**src/rtl/uart_frame_crc_parser.sv**
```systemverilog
// Frames the UART byte stream as header, fixed-length payload and CRC-8 (poly 0x07).
// Good frames update rev_data and pulse pack_done; CRC errors and stalled frames are dropped and counted.
module uart_frame_crc_parser #(
  parameter int         PAYLOAD_LEN = 11,
  parameter logic [7:0] HEADER      = 8'hA5,
  parameter int         TIMEOUT_CYC = 50000
) (
  input  logic                     clk_50M,
  input  logic                     rst,
  input  logic [7:0]               uart_data,
  input  logic                     uart_done,
  output logic [PAYLOAD_LEN*8-1:0] rev_data,
  output logic                     pack_done,
  output logic                     crc_err,
  output logic                     timeout_err,
  output logic [7:0]               frame_cnt,
  output logic [7:0]               err_cnt,
  output logic                     busy
);

  localparam int IDX_W = (PAYLOAD_LEN > 1) ? $clog2(PAYLOAD_LEN) : 1;
  localparam int GAP_W = (TIMEOUT_CYC > 2) ? $clog2(TIMEOUT_CYC) : 1;
  localparam logic [IDX_W-1:0] LAST_IDX  = IDX_W'(PAYLOAD_LEN - 1);
  localparam logic [GAP_W-1:0] GAP_LIMIT = GAP_W'(TIMEOUT_CYC - 2);

  typedef enum logic [1:0] {S_IDLE, S_PAYLOAD, S_CRC} state_e;

  state_e                   state_q;
  logic [IDX_W-1:0]         idx_q;
  logic [7:0]               crc_q, crc_d;
  logic [GAP_W-1:0]         gap_q, gap_d;
  logic [PAYLOAD_LEN*8-1:0] shadow_q, revData_q;
  logic                     packDone_q, crcErr_q, timeoutErr_q;
  logic [7:0]               frameCnt_q, errCnt_q;
  logic                     gapExpired;

  function automatic logic [7:0] crc8Byte(input logic [7:0] crc, input logic [7:0] data);
    logic [7:0] c;
    c = crc ^ data;
    for (int i = 0; i < 8; i++) begin
      c = c[7] ? ({c[6:0], 1'b0} ^ 8'h07) : {c[6:0], 1'b0};
    end
    return c;
  endfunction

  // The gap register holds idle cycles minus one, so reaching the limit means this idle cycle completes the timeout.
  always_comb begin
    crc_d      = crc8Byte(crc_q, uart_data);
    gap_d      = gap_q + 1'b1;
    gapExpired = (gap_q == GAP_LIMIT);
  end

  always_ff @(posedge clk_50M) begin
    if (rst) begin
      state_q      <= S_IDLE;
      idx_q        <= '0;
      crc_q        <= '0;
      gap_q        <= '0;
      shadow_q     <= '0;
      revData_q    <= '0;
      packDone_q   <= 1'b0;
      crcErr_q     <= 1'b0;
      timeoutErr_q <= 1'b0;
      frameCnt_q   <= '0;
      errCnt_q     <= '0;
    end else begin
      packDone_q   <= 1'b0;
      crcErr_q     <= 1'b0;
      timeoutErr_q <= 1'b0;
      case (state_q)
        S_IDLE: begin
          if (uart_done && (uart_data == HEADER)) begin
            state_q <= S_PAYLOAD;
            idx_q   <= '0;
            crc_q   <= '0;
            gap_q   <= '0;
          end
        end
        S_PAYLOAD: begin
          if (uart_done) begin
            shadow_q[idx_q*8 +: 8] <= uart_data;
            crc_q <= crc_d;
            gap_q <= '0;
            if (idx_q == LAST_IDX) state_q <= S_CRC;
            else idx_q <= idx_q + 1'b1;
          end else if (gapExpired) begin
            timeoutErr_q <= 1'b1;
            errCnt_q     <= errCnt_q + 8'd1;
            state_q      <= S_IDLE;
          end else begin
            gap_q <= gap_d;
          end
        end
        S_CRC: begin
          if (uart_done) begin
            gap_q   <= '0;
            state_q <= S_IDLE;
            if (uart_data == crc_q) begin
              revData_q  <= shadow_q;
              packDone_q <= 1'b1;
              frameCnt_q <= frameCnt_q + 8'd1;
            end else begin
              crcErr_q <= 1'b1;
              errCnt_q <= errCnt_q + 8'd1;
            end
          end else if (gapExpired) begin
            timeoutErr_q <= 1'b1;
            errCnt_q     <= errCnt_q + 8'd1;
            state_q      <= S_IDLE;
          end else begin
            gap_q <= gap_d;
          end
        end
        default: state_q <= S_IDLE;
      endcase
    end
  end

  assign rev_data    = revData_q;
  assign pack_done   = packDone_q;
  assign crc_err     = crcErr_q;
  assign timeout_err = timeoutErr_q;
  assign frame_cnt   = frameCnt_q;
  assign err_cnt     = errCnt_q;
  assign busy        = (state_q == S_PAYLOAD) || (state_q == S_CRC);

endmodule

```
**config.mk**
```make
export PLATFORM = sky130hd
export DESIGN_NAME = uart_frame_crc_parser
export DESIGN_NICKNAME = d
export VERILOG_FILES = /design/src/rtl/uart_frame_crc_parser.sv
export SDC_FILE = /design/constraint.sdc
export NUM_CORES = 1
export LEC_CHECK = 0
export BUFFER_PORTS_ARGS = -buffer_cell sky130_fd_sc_hd__buf_4
export CAP_MARGIN = 10
export CELL_PAD_IN_SITES_DETAIL_PLACEMENT = 1
export CELL_PAD_IN_SITES_GLOBAL_PLACEMENT = 1
export CORE_MARGIN = 2
export CORE_UTILIZATION = 43
export CTS_CLUSTER_DIAMETER = 60
export DETAILED_ROUTE_END_ITERATION = 10
export PLACE_DENSITY_LB_ADDON = 0.12
export SYNTH_ARGS = -nofsm -noshare
export SYNTH_HDL_FRONTEND = slang
export SYNTH_SLANG_ARGS = --single-unit
```
**constraint.sdc**
```tcl
create_clock -name clk_50M -period 3.7 [get_ports clk_50M]
set_input_delay 0.74 -clock clk_50M [delete_from_list [all_inputs] [get_ports clk_50M]]
set_output_delay 0.74 -clock clk_50M [all_outputs]
set_load 0.02 [all_outputs]
```
Word level (Yosys, flattened, before mapping) --
Index checks and enable logic that the tools add are counted.
Storage, ports and cells: flip-flop bits (word level) 225, word-level logic and storage cells 93, output and inout bits 108
Operators by class: bitwise operators 12, reduce and logical (&&, ||, !) cells 16, muxes and demuxes 34, shifts and indexed selects 2, equality and inequality tests 13, $add $sub $neg 5
Operators with widths (count):
- bitwise mux 88 bit | 1
- variable shift 8 x 34 -> 88 bit, first input constant | 1
- variable part select 8 x 34 -> 88 bit | 1
- 2-to-1 mux 16 bit | 3
- 2-to-1 mux 8 bit | 6
- negator 7 -> 34 bit | 1
- one-hot mux 16 bit (2 select lines) | 1
- one-hot mux 8 bit (2 select lines) | 2
- 2-to-1 mux 3 bit | 8
- NOT 3 bit | 8
- adder 16 x 1 -> 16 bit, second input constant | 1
- adder 8 x 1 -> 8 bit, second input constant | 2
- equality test 16 bit, second input constant | 1
- 2-to-1 mux 4 bit | 3
- AND reduction 3 bit | 4
- 2-to-1 mux 2 bit | 5
- inequality test 3 bit, second input constant | 3
- equality test 8 bit | 1
- equality test 8 bit, second input constant | 1
- inequality test 2 bit, second input constant | 4
- one-hot mux 4 bit (2 select lines) | 1
- XOR 8 bit | 1
- one-hot mux 2 bit (3 select lines) | 1
- nonzero test 2 bit | 3
- other kinds (13) | 19

Logic depth before layout (Yosys ltp) --
Gate-level depths: netlist (run 1).
depth after elaboration 19, mapped depth 11, mapped depth without buffers 7

Least setup slack after synthesis (run 1) --
No wires, ideal clock.
path kind input to register, from input uart_data[3], to register revData_q[82], in the netlist rev_data[82], path buffers 3, data required time 3.629 ns, arrival 2.914 ns, stages on the path 9, path slack 0.716 ns, cell sequence clkbuf_1 -> xnor2_1 -> ha_1 -> nand3_1 -> nor4_2 -> clkbuf_1 -> clkbuf_1 -> nand2_1 -> a21oi_1
On the way: cells in the longest elaborated chain, start to end 2
Ends and longest elaborated chain:
- from (decl) | line 10 | input logic [7:0] uart_data,
- equality test 8 bit | line 98 | if (uart_data == crc_q) begin
- AND reduction 3 bit (no source line)
- to (signal assigned) | line 99 | revData_q <= shadow_q;
- to (decl) | line 32 | logic [PAYLOAD_LEN*8-1:0] shadow_q, revData_q;
Every way passes these cells. A chain may end at the register's enable or synchronous reset.

Worst setup path in the final report (run 1) --
from register idx_q[1], to register shadow_q[59]
On the way: cells in the longest elaborated chain, start to end 3
Ends and longest elaborated chain:
- from (decl) | line 29 | logic [IDX_W-1:0] idx_q;
- from (signal assigned) | line 85 | else idx_q <= idx_q + 1'b1;
- negator 7 -> 34 bit (*) | line 81 | shadow_q[idx_q*8 +: 8] <= uart_data;
- variable part select 8 x 34 -> 88 bit or variable shift 8 x 34 -> 88 bit (tied branches) | line 81
- bitwise mux 88 bit (*) | line 81
- to (signal, indexed assignment) | line 81
- to (decl) | line 32
Every way passes the cells marked *; elsewhere a longest branch is shown, timed or not.

==> results of run 1 <==
==> state kept, by name, summed over array words and instances (netlist names), 2 cells and up <==
signal / cells
err_cnt: 8
shadow_q: 88
rev_data: 88
idx_q: 4
crc_q: 8
frame_cnt: 8
state_q: 2
gap_q: 16
==> area by class of cell <==
class / count / area (sq um) / area share (%)
inverter: 14 / 52.6 / 0.471
tap: 275 / 344 / 3.09
multi-input combinational: 783 / 4360 / 39.1
timing repair buffer: 132 / 1010 / 9.03
clock buffer: 30 / 673 / 6.04
sequential: 225 / 4500 / 40.4
clock inverter: 14 / 213 / 1.91
==> stage by stage <==
stage                     instances  cell area, sq um  power [W]  setup slack [ps]  util (%)
after floorplan                1093              9180    0.00263               716         -
after global placement         1429             10300    0.00269               565      48.8
after detailed placement       1429             10300    0.00269               470      48.8
after CTS                      1473             11200    0.00533               558      53.1
after global routing           1473             11200    0.00546               285      53.1
final                          1473             11200    0.00528               511      53.1
==> power by group <==
group	switching, W	internal, W
Clock	0.00100	0.00164
Sequential	0.00000676	0.00243
Combinational	0.000143	0.0000594
Total	0.00115	0.00413
==> logic make-up (layout without fill, tap and decap cells) <==
logic type,count (synthesis),count (layout),synth area share [%]
XOR/XNOR,48,48,4.58
AND/OR/NAND/NOR,494,494,24.4
multiplexers,49,49,5.41
adder cells (fa/ha/maj),15,15,2.04
flip-flops,225,225,49.1
AO/OA/AOI/OAI,177,177,10.9
buffers and inverters,85,190,3.58
==> worst max-delay path: cells and delay by family, from the launching register on <==
family | cells | cell delay, ps
adders and majority gates | 1 | 250
DFF | 1 | 510
AOI/OAI and AO/OA | 1 | 160
and+or+nand+nor | 4 | 2110
buffers and inverters | 1 | 90
==> cell usage after synthesis (2+ instances only) <==
library cell | n | area [sq um]
nor2b_1 | 3 | 18.8
nand3b_1 | 3 | 22.5
or3_1 | 13 | 81.3
a31o_2 | 3 | 26.3
or4_1 | 2 | 15.0
or4_4 | 2 | 22.5
nand3_1 | 46 | 230
and3_1 | 7 | 43.8
xnor2_1 | 34 | 298
nor2_1 | 88 | 330
buf_2 | 7 | 35.0
o21ai_0 | 4 | 20.0
or2_2 | 3 | 18.8
and2_1 | 15 | 93.8
dfxtp_1 | 225 | 4500
xor2_1 | 14 | 123
a2111oi_0 | 2 | 17.5
a21oi_1 | 143 | 716
o31a_1 | 2 | 17.5
nand4_1 | 21 | 131
mux2i_1 | 47 | 470
clkbuf_1 | 63 | 236
nand2b_1 | 13 | 81.3
a211oi_1 | 7 | 52.6
nor3_1 | 13 | 65.1
nor3b_1 | 2 | 15.0
inv_1 | 14 | 52.6
nor4_1 | 8 | 50.1
ha_1 | 15 | 188
a22o_1 | 3 | 26.3
nand2_1 | 246 | 923
==> placed cells by master, fill, tap and decap left out, types with 3 or more instances in the layout <==
| master | instances |
|---|---|
| or2_2 | 3 |
| inv_1 | 14 |
| or3_1 | 13 |
| nand4_1 | 21 |
| and3_1 | 7 |
| mux2i_1 | 47 |
| buf_4 | 130 |
| o21ai_0 | 4 |
| nor3_1 | 13 |
| xnor2_1 | 34 |
| nand3_1 | 46 |
| clkinv_2 | 6 |
| nor2_1 | 88 |
| xor2_1 | 14 |
| and2_1 | 15 |
| clkbuf_8 | 5 |
| nand2b_1 | 13 |
| nor2b_1 | 3 |
| dfxtp_1 | 225 |
| nor4_1 | 8 |
| a211oi_1 | 7 |
| a22o_1 | 3 |
| nand2_1 | 246 |
| a31o_2 | 3 |
| bufinv_16 | 5 |
| nand3b_1 | 3 |
| a21oi_1 | 143 |
| ha_1 | 15 |
| clkbuf_16 | 24 |
==> routing by layer <==
| metal | share of wire (%) | global-route usage [%] | wire length, microns |
|---|---|---|---|
| met2 | 49 | 38.9 | 12400 |
| met1 | 46 | 29.7 | 11700 |
| met3 | 3.6 | 3.18 | 911 |
| met5 | 0 | 0 | 0 |
| met4 | 2.0 | 5.75 | 503 |
==> final timing paths <==
path	slack (ps)	endpoint	from
max reg2reg	510	shadow_q[59]$_SDFFE_PP0P_	idx_q[1]$_SDFFE_PP0P_
min	450	rev_data[49]$_SDFFE_PP0P_	shadow_q[49]$_SDFFE_PP0P_
min reg2reg	450	rev_data[49]$_SDFFE_PP0P_	shadow_q[49]$_SDFFE_PP0P_
max	510	shadow_q[59]$_SDFFE_PP0P_	idx_q[1]$_SDFFE_PP0P_
==> reports/metrics.cfg, run 1 <==
[status]
status=complete, no violations

[run]
maxCapViolations=0

[floorplanning]
ios=119
die_x_microns=150
die_h_microns=150
die_area_sq_mm=0.0225
rows=53
core_area_sq_mm=0.0210
start_util_pct=43.7

[route]
drt_first_pass_iters=4
ant_nets=0
drc=0
vias_per_cell=5.33
routed_wl_microns=25600
post_drt_wl_per_cell_microns=17.4
via_count=7844
drtIter0Drc=313

[place]
io_buffers=118
gp_congestion=0.811
hpwl_microns=16800

[power]
peakVddDrop_uv=372
leakagePower_nw=4.26
p_per_area_mw_per_mm2=474

[clocking]
cts_buffers=24
cts_hold_buf=0
clock_latency_ps=520
root_buffer=clkbuf_16
clkTransAtPathRegs_ps=60
cts_buffer_depth=3
post_cts_buffers=0
htree_levels=1
tritoncts=built
cts_sinks=225
cts_resized=0

[grt]
grt_pass1_vias=7797
grt_first_pass_wirelength_microns=40900
grtUsageTotal_pct=22.5
grt_max_degree=75
antenna_found_initial=0
overflow=0

[sta]
holdWs_ps=453
max_freq_mhz=314
worstMarginPinSlew_ps=1020
hold_violations=0
fin_crit_sh_pct=86.2
slew_violations=0
clock_skew_ps=10.1
min_period_ps=3190
rsz0062_at_grt=false
maxSlewHeadroom_pct=31.8
setup_viol=0
tns_ps=0

[finish]
area_growth_pct=21.5
n_antenna_cell=0
filler_cell_count=2523
drive_above_1_share_pct=16.3
finalNetCount=1206

[synthesis]
syn_nets=1119
yosys_warnings=0
synth_ff_type=dfxtp_1
synth_cell_types=56
seq_area_frac_synth_pct=49.1
synthCells=1093
synthArstFlopShare_pct=0
ys_ff_latch=225
syn_avg_cell_area_sq_um=8.40
synth_enable_flop_cells=0
syn_area_sq_mm=0.00918

[setup_path]
start_kind=register
path_max_fanout=11
ff2ff_path_depth=7
cp.required_ps=4150
crit_slowest_cell=nor3_1
cp_data_arrival_time_ps=3640
cpPeakStageDelay_ps=800
critical_path_class=reg -> reg
crit_chain=inv_1 -> ha_1 -> nor3b_1 -> nor3_1 -> nand3_1 -> or3_1 -> a21oi_1
endpoint_kind=register

[hold_path]
hold_class=reg -> reg
holdPathStages=2

Note: power is estimated with default switching activity, not from simulation.
==> run 2, diff against run 1 <==
- ABC_AREA: unset -> 1
- CORE_UTILIZATION: 43 -> 42
==> run 2 against run 1 <==
First-iteration DRC count increased by 12%. Count of clock-buffer cells in the layout grew 2. Sequential share of layout area down 2.2 points. Clock power rose by 2%. Synthesized cell count is 27% higher. Clock skew increased by 8.4 ps. Cell count grew 23%. Die area grew 9.1%. Register-to-register slack improved by 140 ps. Synthesized area is 6.8% higher. Sequential cell count stayed put. Critical path depth up 2.
==> reports/metrics.cfg, run 2 <==
[status]
status=complete, no violations

[route]
drc=0
vias_per_cell=4.99
via_count=9030
ant_nets=0
routed_wl_microns=27500
drtIter0Drc=351
drt_first_pass_iters=4
post_drt_wl_per_cell_microns=15.2

[power]
peakVddDrop_uv=270
leakagePower_nw=5.04
p_per_area_mw_per_mm2=464
power_w=0.00548

[setup_path]
startpoint=idx_q[0]$_SDFFE_PP0P_
cp_data_arrival_time_ps=3500
path_max_fanout=12
crit_chain=inv_2 -> ha_1 -> inv_1 -> nand3_1 -> nor4_4 -> nand2_2 -> nand2_1 -> inv_1 -> nor2_1
endpoint_kind=register
start_kind=register
critical_path_class=reg -> reg
worst-path-buf-inv=3
cpMostUsedCell=inv_1
crit_slowest_cell=dfxtp_1
cp.required_ps=4150
timing.rr.start=idx_q[0]$_SDFFE_PP0P_
cpPeakStageDelay_ps=740
critical_path.top_delay_family=simple AND/OR/NAND/NOR gates

[grt]
grtUsageTotal_pct=22.4
grt_max_degree=99
overflow=0
grt_first_pass_wirelength_microns=44700
grt_pass1_vias=8978
antenna_found_initial=0

[synthesis]
yosysMostFrequentCell=nor2_1
synth_cell_types=37
yosys_warnings=0
synth_ff_type=dfxtp_1
syn_area_sq_mm=0.00981
seq_area_frac_synth_pct=45.9
yosysTopAreaCell=dfxtp_1
synthCells=1388
yosys-top-cells-area=dfxtp_1 (46%), nor2_1 (15%), o21ai_0 (8.3%)
synth_common_cells=nor2_1 (403), dfxtp_1 (225), nand2_1 (211)
syn_nets=1414
synth_enable_flop_cells=0
synth_top_cell_area_share_pct=45.9
synthArstFlopShare_pct=0
syn_avg_cell_area_sq_um=7.07
ys_ff_latch=225

[floorplanning]
core_area_sq_mm=0.0228
start_util_pct=43.1
die_area_sq_mm=0.0246
ios=119
rows=55
die_x_microns=157
die_h_microns=157

[place]
place_inst=1764
io_buffers=118
gp_congestion=0.868
hpwl_microns=19200
pre_cts_slack_ps=617

[finish]
n_antenna_cell=0
final_cell_mix=nor2_1 (403), dfxtp_1 (225), nand2_1 (211), o21ai_0 (163), buf_4 (125)
filler_cell_count=2917
fin_util_pct=51.8
final_common_cell=nor2_1
area_growth_pct=20.3
final_cells=1810
multi_input_area_sq_mm=0.00464
finalNetCount=1504
regArea_sq_mm=0.00450
drive_above_1_share_pct=14.0

[sta]
worstMarginPinSlew_ps=983
tns_ps=0
fin_crit_sh_pct=82.4
hold_violations=0
layout_setup_ws_ps=651
maxSlewHeadroom_pct=34.5
rsz0062_at_grt=false
setup_viol=0
slew_violations=0
clock_skew_ps=18.5
min_period_ps=3050
max_freq_mhz=328

[clocking]
clkTransAtPathRegs_ps=60
cts_resized=0
post_cts_buffers=0
root_buffer=clkbuf_16
tritoncts=built
cts_hold_buf=0
clock_latency_ps=530
htree_levels=1
cts_buffer_depth=3
cts_sinks=225
cts_buffers=25

[run]
maxCapViolations=0

[hold_path]
hold_start=shadow_q[1]$_SDFFE_PP0P_
hold_class=reg -> reg

-- run 2: changes by cell type after synthesis, moves of 22 or more --
cell	previous run	this run
inv_1	14	93
nand2_1	246	211
nor2_1	88	403
xnor2_1	34	12
mux2i_1	47	0
o21ai_0	4	163
a21oi_1	143	44
-- run 2: stage by stage --
stage               instance area, sq um  hold slack (ps)
global placement                   10900              443
finish                             11800              449
floorplan                           9810              430
CTS                                11800              455
detailed placement                 10900              454
global route                       11800              486
-- run 2: path summary, 6_finish.rpt --
kind	endpoint	slack (ps)	cells after the start
max	shadow_q[0]$_SDFFE_PP0P_	650	9
max reg2reg	shadow_q[0]$_SDFFE_PP0P_	650	9
min	rev_data[1]$_SDFFE_PP0P_	450	2
min reg2reg	rev_data[1]$_SDFFE_PP0P_	450	2
-- run 2: area by class of cell --
class                           count  share of cell area, %
Sequential cell                   225                   38.2
Multi-Input combinational cell    997                   39.3
Timing Repair Buffer              127                   8.29
Clock buffer                       32                   5.86
Clock inverter                     14                   1.77
Inverter                          102                   3.30
Tap cell                          313                   3.32
-- run 2: routing by layer --
metal | GRT usage (%) | vias to the layer above | share of wire, %
met1 | 28.5 | 4285 | 46
li1 | - | 4576 | -
met4 | 5.64 | 0 | 1.7
met5 | 0 | - | 0
met3 | 3.05 | 38 | 3.5
met2 | 39.8 | 131 | 49
-- run 2: kinds of logic (layout without fill, tap and decap cells) --
logic type                 after synthesis  in the layout  share of synthesized area [%]
AOI/OAI and AO/OA                      217            217                           11.2
xor gates and xnor gates                24             24                           2.14
adders and majority gates               15             15                           1.91
buffers and inverters                  166            275                           6.79
DFF                                    225            225                           45.9
and+or+nand+nor                        741            741                           32.0
-- run 2: tightest hold or removal path, cell delays in order (launching register included) --
cell and delay, ps:
dfxtp_1 300, inv_1 60, a21oi_1 50
-- run 2: report_power, final --
| group | internal, W | switching (W) | total [W] | leakage (nW) |
|---|---|---|---|---|
| logic | 0.0000887 | 0.000249 | 0.000338 | 2.79 |
| clock network | 0.00167 | 0.00102 | 0.00269 | 0.444 |
| registers | 0.00243 | 0.0000112 | 0.00244 | 1.81 |
| total | 0.00419 | 0.00128 | 0.00548 | 5.04 |
